## src/rtl/simon_pkt_rx_queue.sv

```systemverilog
// Packet receive queue: 4-phase new/load/done host handshake in, DEPTH-entry FIFO of decoded key/data packets out.
// Capture-to-in_loadPKT 1 cycle, head valid the cycle after capture; while full the host is held off in IDLE.
module simon_pkt_rx_queue #(
  parameter int         PAY_BYTES = 8,
  parameter int         DEPTH     = 4,
  parameter logic [7:0] ID_KEY    = 8'hC3,
  parameter logic [7:0] ID_DATA   = 8'h5A
) (
  input  logic                         clk,
  input  logic                         nR,
  input  logic [(PAY_BYTES+2)*8-1:0]   in,
  input  logic                         in_newPKT,
  output logic                         in_loadPKT,
  output logic                         in_donePKT,
  output logic                         core_valid,
  input  logic                         core_ready,
  output logic                         core_isKEY,
  output logic [7:0]                   core_seq,
  output logic [PAY_BYTES*8-1:0]       core_data,
  output logic [$clog2(DEPTH):0]       level,
  output logic                         err_seq,
  output logic                         err_hdr,
  output logic [7:0]                   drop_cnt,
  input  logic                         err_clr
);
  localparam int PayW = PAY_BYTES * 8;
  localparam int PktW = PayW + 16;
  localparam int AW   = $clog2(DEPTH);
  localparam logic [AW:0] Full = (AW+1)'(DEPTH);

  typedef enum logic [1:0] {IDLE, LOAD, DONE} state_t;
  state_t state;

  logic [7:0]      hdr, seq, expSeq;
  logic [PayW-1:0] payload;
  logic [AW-1:0]   wrPtr, rdPtr;
  logic            memKey  [DEPTH];
  logic [7:0]      memSeq  [DEPTH];
  logic [PayW-1:0] memData [DEPTH];
  logic            pop, capture, isKey, isData, push, badHdr, seqErr;

  assign hdr     = in[PktW-1 -: 8];
  assign seq     = in[PktW-9 -: 8];
  assign payload = in[PayW-1:0];

  assign core_valid = (level != '0);
  assign pop        = core_valid && core_ready;
  // A full queue still accepts a packet when the head leaves on the same edge.
  assign capture    = (state == IDLE) && in_newPKT && ((level != Full) || pop);
  assign isKey      = (hdr == ID_KEY);
  assign isData     = (hdr == ID_DATA);
  assign push       = capture && (isKey || isData);
  assign badHdr     = capture && !isKey && !isData;
  assign seqErr     = capture && isData && (seq != expSeq);

  assign core_isKEY = memKey[rdPtr];
  assign core_seq   = memSeq[rdPtr];
  assign core_data  = memData[rdPtr];

  always_ff @(posedge clk or negedge nR) begin
    if (!nR) begin
      state      <= IDLE;
      in_loadPKT <= 1'b0;
      in_donePKT <= 1'b0;
    end else begin
      case (state)
        IDLE: if (capture) begin
          state      <= LOAD;
          in_loadPKT <= 1'b1;
        end
        LOAD: if (!in_newPKT) begin
          state      <= DONE;
          in_loadPKT <= 1'b0;
          in_donePKT <= 1'b1;
        end
        DONE: begin
          state      <= IDLE;
          in_donePKT <= 1'b0;
        end
        default: begin
          state      <= IDLE;
          in_loadPKT <= 1'b0;
          in_donePKT <= 1'b0;
        end
      endcase
    end
  end

  always_ff @(posedge clk or negedge nR) begin
    if (!nR) begin
      wrPtr <= '0;
      rdPtr <= '0;
      level <= '0;
      for (int i = 0; i < DEPTH; i++) begin
        memKey[i]  <= 1'b0;
        memSeq[i]  <= '0;
        memData[i] <= '0;
      end
    end else begin
      if (push) begin
        memKey[wrPtr]  <= isKey;
        memSeq[wrPtr]  <= seq;
        memData[wrPtr] <= payload;
        wrPtr          <= wrPtr + 1'b1;
      end
      if (pop) rdPtr <= rdPtr + 1'b1;
      case ({push, pop})
        2'b10:   level <= level + 1'b1;
        2'b01:   level <= level - 1'b1;
        default: level <= level;
      endcase
    end
  end

  always_ff @(posedge clk or negedge nR) begin
    if (!nR) begin
      expSeq   <= '0;
      err_seq  <= 1'b0;
      err_hdr  <= 1'b0;
      drop_cnt <= '0;
    end else begin
      if (capture && isKey)  expSeq <= '0;
      if (capture && isData) expSeq <= seq + 8'd1;
      if (err_clr) begin
        err_seq  <= 1'b0;
        err_hdr  <= 1'b0;
        drop_cnt <= '0;
      end else begin
        if (seqErr) err_seq <= 1'b1;
        if (badHdr) err_hdr <= 1'b1;
        if (badHdr && (drop_cnt != 8'hFF)) drop_cnt <= drop_cnt + 8'd1;
      end
    end
  end
endmodule
```

## config.mk

```make
export PLATFORM = sky130hd
export DESIGN_NAME = simon_pkt_rx_queue
export DESIGN_NICKNAME = d
export VERILOG_FILES = /design/src/rtl/simon_pkt_rx_queue.sv
export SDC_FILE = /design/constraint.sdc
export NUM_CORES = 1
export LEC_CHECK = 0
export CAP_MARGIN = 20
export CELL_PAD_IN_SITES_DETAIL_PLACEMENT = 1
export CELL_PAD_IN_SITES_GLOBAL_PLACEMENT = 2
export CORE_UTILIZATION = 40
export DETAILED_ROUTE_END_ITERATION = 16
export PLACE_DENSITY_LB_ADDON = 0.3
export SKIP_LAST_GASP = 1
export SLEW_MARGIN = 20
export SYNTH_ARGS = -nofsm -noshare
export SYNTH_HDL_FRONTEND = slang
export SYNTH_SLANG_ARGS = --single-unit
```

## constraint.sdc

```tcl
create_clock -name clk -period 7 [get_ports clk]
set_clock_uncertainty 0.1 [all_clocks]
set_input_delay 0.7 -clock clk [delete_from_list [all_inputs] [get_ports clk]]
set_output_delay 0.7 -clock clk [all_outputs]
set_load 0.005 [all_outputs]
```

* Word-level counts from Yosys, hierarchy flattened *
Cells that the tools add are included.

storage, ports and cells
  bits in registers = 321
  memory bits (writable) = 0
  memories kept = 0
  latch bits = 0
  memory bits (read-only) = 0

cells by class
  $mul = 0
  $add $sub $neg = 6
  mux-type cells = 35
  bitwise logic cells = 4
  order comparisons = 3
  div/mod/pow operators = 0
  equal/unequal tests = 11
  shifts and indexed selects = 0
  reductions and logical operators = 25

operator list
  operator               number
  $bwmux W256            1
  $mux W64               3
  $bmux W64 S2           1
  $demux W64 S2          1
  $mux W8                7
  $bwmux W32             1
  $add A8 B1 Y8 const B  2
  $bmux W8 S2            1
  $demux W8 S2           1
  $logic_and A1 B1 Y1    11
  $mux W1                10
  $reduce_bool A2 Y1     5
  $eq A8 B7 Y1 const B   1
  $eq A8 B8 Y1 const B   1
  $ne A8 B8 Y1           1
  $ne A8 B8 Y1 const B   1
  $ge A3 B3 Y1 const B   2
  $not A2 Y3             2
  $pmux W3 S2            1
  $add A2 B1 Y2 const B  2
  $bwmux W4              1
  $eq A2 B1 Y1 const B   2
  $eq A2 B2 Y1 const B   2
  $mux W2                2
  17 further kinds       22

* Depth between registers and ports, before layout *
  depth after elaboration = 9
  depth in mapped cells = 11

* Worst setup path before layout *
No wires, ideal clock.

  kind = input to register
  from = input core_ready
  to = register level[2]
  arrival = 2.560 ns
  cell stages on the path = 10
  setup slack = 4.261 ns
  required time = 6.821 ns
  path buffers = 1
  path through = nor4b_4 > nor2_4 > nand2_1 > clkbuf_1 > ha_1 > inv_1 > fa_1 > xor2_1 > nor2_1 > xor2_1

on the way
  word-level cells in the longest chain between the ends = 6
  elaborated cells on any way between the ends = 8
  classes of those cells = eq/ne: 2; mux: 1; reduce/logical: 5

ends and longest elaborated chain
  element                                            line  RTL
  start, declared                                    16    input logic core_ready,
  $logic_and A1 B1 Y1 (*)                            47    assign pop = core_valid && core_ready;
  $logic_or A1 B1 Y1                                 49    assign capture = (state == IDLE) && in_newPKT && ((level != Full) || pop);
  $logic_and A1 B1 Y1                                49
  $logic_and A1 B1 Y1                                52    assign push = capture && (isKey || isData);
  $eq A2 B1 Y1 or $eq A2 B2 Y1 (tied branches)       107   case ({push, pop})
  $pmux W3 S2 or $reduce_bool A2 Y1 (tied branches)  --
  end signal, assigned                               108   2'b10: level <= level + 1'b1;
  end signal, assigned                               109   2'b01: level <= level - 1'b1;
  end signal, assigned                               110   default: level <= level;
  end, declared                                      20    output logic [$clog2(DEPTH):0] level,

Mark *: on every way between the ends. The rest lies on a longest branch, timed or not.
A chain may end at the register's enable or synchronous reset.

* Worst setup path after layout *
  from = register rdPtr[0]
  to = output core_data[63]

on the way
  word-level cells in the longest chain between the ends = 4

ends and longest elaborated chain
  element                                      line  RTL
  start, declared                              36    logic [AW-1:0] wrPtr, rdPtr;
  start signal, assigned                       106   if (pop) rdPtr <= rdPtr + 1'b1;
  $not A2 Y3 (implied by the code)             58    assign core_data = memData[rdPtr];
  $bmux W64 S2                                 58
  $mux W64 (implied by the code) (2 in a row)  58
  end, declared                                19    output logic [PAY_BYTES*8-1:0] core_data,

Every way passes these cells. The select of a mux whose other input is x is not followed.

==> flow_metrics.env <==
export IMPL_fp_dieW_microns=190
export IMPL_endpoint_kind="output port"
export IMPL_floorplan_rows=68
export IMPL_clk_latency_ns=0.51
export IMPL_synthesis_area_sq_mm=0.0142
export IMPL_crit_type="flip-flop to output port"
export IMPL_max_freq_mhz=267
export IMPL_wl_met1_microns=14300
export IMPL_vias=8026
export IMPL_place_gp_congestion=0.707
export IMPL_yosys_most_used_dff="dfrtp_1"
export IMPL_syn_inst=867
export IMPL_synth_top_family_by_area="multiplexers"
export IMPL_grt_pass1_wl_microns=51600
export IMPL_slew_violations=0
export IMPL_grt_pass1_vias=9035
export IMPL_hold_viol_final=0
export IMPL_wl_met3_microns=1230
export IMPL_async_flop_share_pct=100
export IMPL_tightest_slew_ns=0.894
export IMPL_ctsHtreeMaxLevel=2
export IMPL_drcViolationCount=0
export IMPL_antenna_found_initial=0
export IMPL_cp_max_fo=28
export IMPL_hpwl_microns=19100
export IMPL_clock_sinks=321
export IMPL_portBuffers=173
export IMPL_hold_buffers=0
export IMPL_clk_pin_slew_worst_paths_ns=0.06
export IMPL_synth_yosys_warnings=0
export IMPL_ys_seq_area_share_pct=56.7
export IMPL_post_route_min_period_ns=3.75
export IMPL_ios=174
export IMPL_syn_nets=960
export IMPL_synthSimpleGateAreaFrac_pct=2.78
export IMPL_yosys_top_cells_area="dfrtp_1 (57%), mux2_1 (12%), mux4_2 (12%)"
export IMPL_drive_above_1_share_pct=27.8
export IMPL_yosysTopAreaCell="dfrtp_1"
export IMPL_synth_top_area_share_pct=56.7
export IMPL_cp_data_required_time_ns=6.20
export IMPL_drt_initial_drc_count=301
export IMPL_area_delta_synth_final_pct=24.4
export IMPL_grt_max_degree=136
export IMPL_initial_core_util_pct=40.8
export IMPL_start_kind="flip-flop"
export IMPL_rsz0062_at_grt="false"
export IMPL_ant_nets=0
export IMPL_clock_path_buffers=3
export IMPL_status="finished, final reports clean"
export IMPL_dieArea_sq_mm=0.0362
export IMPL_die_h_microns=190
export IMPL_dr_wl_met2_microns=15200
export IMPL_wire_per_inst_microns=20.6
export IMPL_final_fill_count=3309
export IMPL_coreArea_sq_mm=0.0347
export IMPL_synth_edf_count=0
export IMPL_grt_usage_pct=18.2
export IMPL_final_nets=1128
export IMPL_fin_tns_setup_ns=0
export IMPL_power_density_mw_per_mm2=263
export IMPL_hold_path_class="input pin to async pin"
export IMPL_post_cts_buffers=0
export IMPL_avgSynthCellArea_sq_um=16.3
export IMPL_ir_worst_vdd_mv=0.154
export IMPL_cts_resized=0
export IMPL_finalSetupViolCount=0
export IMPL_vias_per_cell=5.28
export IMPL_globalRouteOverflowTotal=0
export IMPL_highest_layer="met4"
export IMPL_cts_tree="yes"
export IMPL_firstDrtPassIters=4
export IMPL_yosys_area_share_adder_pct=0.760
export IMPL_max_slew_margin_rel_pct=40.4
export IMPL_p_leak_nw=8.53
export IMPL_synthXorXnorAreaFrac_pct=1.24
export IMPL_ff2ff_path_depth=5
export IMPL_post_route_period_util_pct=53.6
export IMPL_synth_mux_area_share_pct=35.5
export IMPL_synth_cell_type_count=38
export IMPL_ys_ff_latch=321
export IMPL_wl_microns=31200
export IMPL_numCtsBuffers=37
export IMPL_antenna_cells=0
export IMPL_max_cap_viol_count=0
export IMPL_worstPathArrival_ns=2.95
export IMPL_holdWs_ns=0.133
export IMPL_root_buffer="clkbuf_16"
export IMPL_synth_compound_area_share_pct=1.06
-- flip-flops by register name, indices dropped and copies added (netlist names), 2 cells and up --
signal and count:
state 2, drop_cnt 8, level 3, expSeq 8, memSeq 32, memData 256
wrPtr 2, rdPtr 2, memKey 4
-- routing by layer --
layer,track usage [%],vias up
met1,25.6,4289
met3,3.12,37
met5,0,-
met4,4.12,0
met2,29.6,148
li1,-,3552
-- worst paths after layout --
path	startpoint	endpoint	slack, ns
setup / recovery	rdPtr[0]$_DFFE_PN0P_	core_data[63]	3.25
hold / removal	nR	memData[228]$_DFFE_PN0P_	0.13
setup reg to reg	state[1]$_DFFE_PN0P_	memData[104]$_DFFE_PN0P_	3.97
hold reg to reg	memData[65]$_DFFE_PN0P_	memData[65]$_DFFE_PN0P_	0.38
max in group asynchronous	nR	rdPtr[0]$_DFFE_PN0P_	5.28
min in group clk	memData[65]$_DFFE_PN0P_	memData[65]$_DFFE_PN0P_	0.38
-- final cells by class --
| cell class | count | area, sq um | share of cell area (%) |
|---|---|---|---|
| Inverter | 9 | 33.8 | 0.192 |
| Sequential cell | 321 | 8040 | 45.6 |
| Tap cell | 455 | 569 | 3.23 |
| Clock inverter | 13 | 144 | 0.816 |
| Multi-Input combinational cell | 482 | 5880 | 33.4 |
| Timing Repair Buffer | 184 | 1850 | 10.5 |
| Clock buffer | 55 | 1110 | 6.28 |
-- cell usage in the layout (no fill, tap or decap), types with 2 or more instances in the layout --
cell type | synthesis | final
clkinv_2 | 0 | 9
mux4_2 | 73 | 73
and4_1 | 2 | 2
bufinv_16 | 0 | 3
and3_1 | 4 | 4
o31ai_1 | 2 | 2
inv_1 | 9 | 9
xor2_1 | 13 | 13
clkbuf_8 | 0 | 7
nand4_1 | 4 | 4
nor4_1 | 5 | 5
ha_1 | 7 | 7
dfrtp_1 | 321 | 319
a21oi_1 | 6 | 6
a21o_1 | 2 | 2
nand3_1 | 4 | 4
nand3_4 | 0 | 4
nor2b_1 | 6 | 6
nor3_1 | 2 | 2
mux2_2 | 142 | 142
clkbuf_1 | 16 | 9
mux2_1 | 157 | 157
buf_4 | 0 | 9
and2_1 | 2 | 2
or4_1 | 2 | 2
o21ai_0 | 2 | 2
clkdlybuf4s50_1 | 0 | 172
nor2_1 | 10 | 10
o2bb2ai_1 | 8 | 8
xnor2_1 | 7 | 7
dfrtp_4 | 0 | 2
nand4bb_1 | 3 | 3
nand2_1 | 6 | 6
clkbuf_16 | 0 | 39
-- stage by stage --
stage | cells | power [W] | utilization, % | setup WS, ns | area (sq um)
3_3_place_gp | 1450 | 0.00273 | 47.1 | 3.17 | 16300
3_5_place_dp | 1450 | 0.00274 | 47.1 | 3.14 | 16300
5_1_grt | 1519 | 0.00486 | 50.8 | 3.00 | 17600
2_1_floorplan | 867 | 0.00243 | - | 4.26 | 14200
4_1_cts | 1518 | 0.00473 | 50.7 | 3.09 | 17600
6_report | 1519 | 0.00464 | 50.8 | 3.25 | 17600
-- report_power, final --
part	leakage [nW]	total, W	switching, W	internal (W)
registers	4.45	0.00203	0.000119	0.00191
logic	3.45	0.000649	0.000305	0.000344
clock network	0.624	0.00196	0.000750	0.00121
-- cells in the mapped netlist (all sizes together), types with 4 or more instances --
| cell type | number |
|---|---|
| nor2b | 6 |
| buf | 39 |
| dfrtp | 321 |
| xnor2 | 7 |
| o2bb2ai | 8 |
| mux2 | 299 |
| nand4 | 4 |
| nor4 | 5 |
| nand3 | 8 |
| nor2 | 11 |
| inv | 9 |
| nand2 | 6 |
| and3 | 4 |
| clkbuf | 16 |
| ha | 7 |
| xor2 | 13 |
| a21oi | 6 |
| mux4 | 73 |
-- cell families after synthesis --
| logic type | count (synthesis) |
|---|---|
| buffers and inverters | 64 |
| XOR/XNOR | 20 |
| multiplexers | 373 |
| flip-flops | 321 |
| adder cells (fa/ha/maj) | 8 |
| AND/OR/NAND/NOR | 60 |
| AO/OA/AOI/OAI | 21 |
-- critical path: stages (launching register included) --
cell	delay [ns]
dfrtp_4	0.75
buf_4	0.59
mux4_2	0.57
clkdlybuf4s50_1	0.52
No activity file was read; power rests on OpenSTA's default activity.
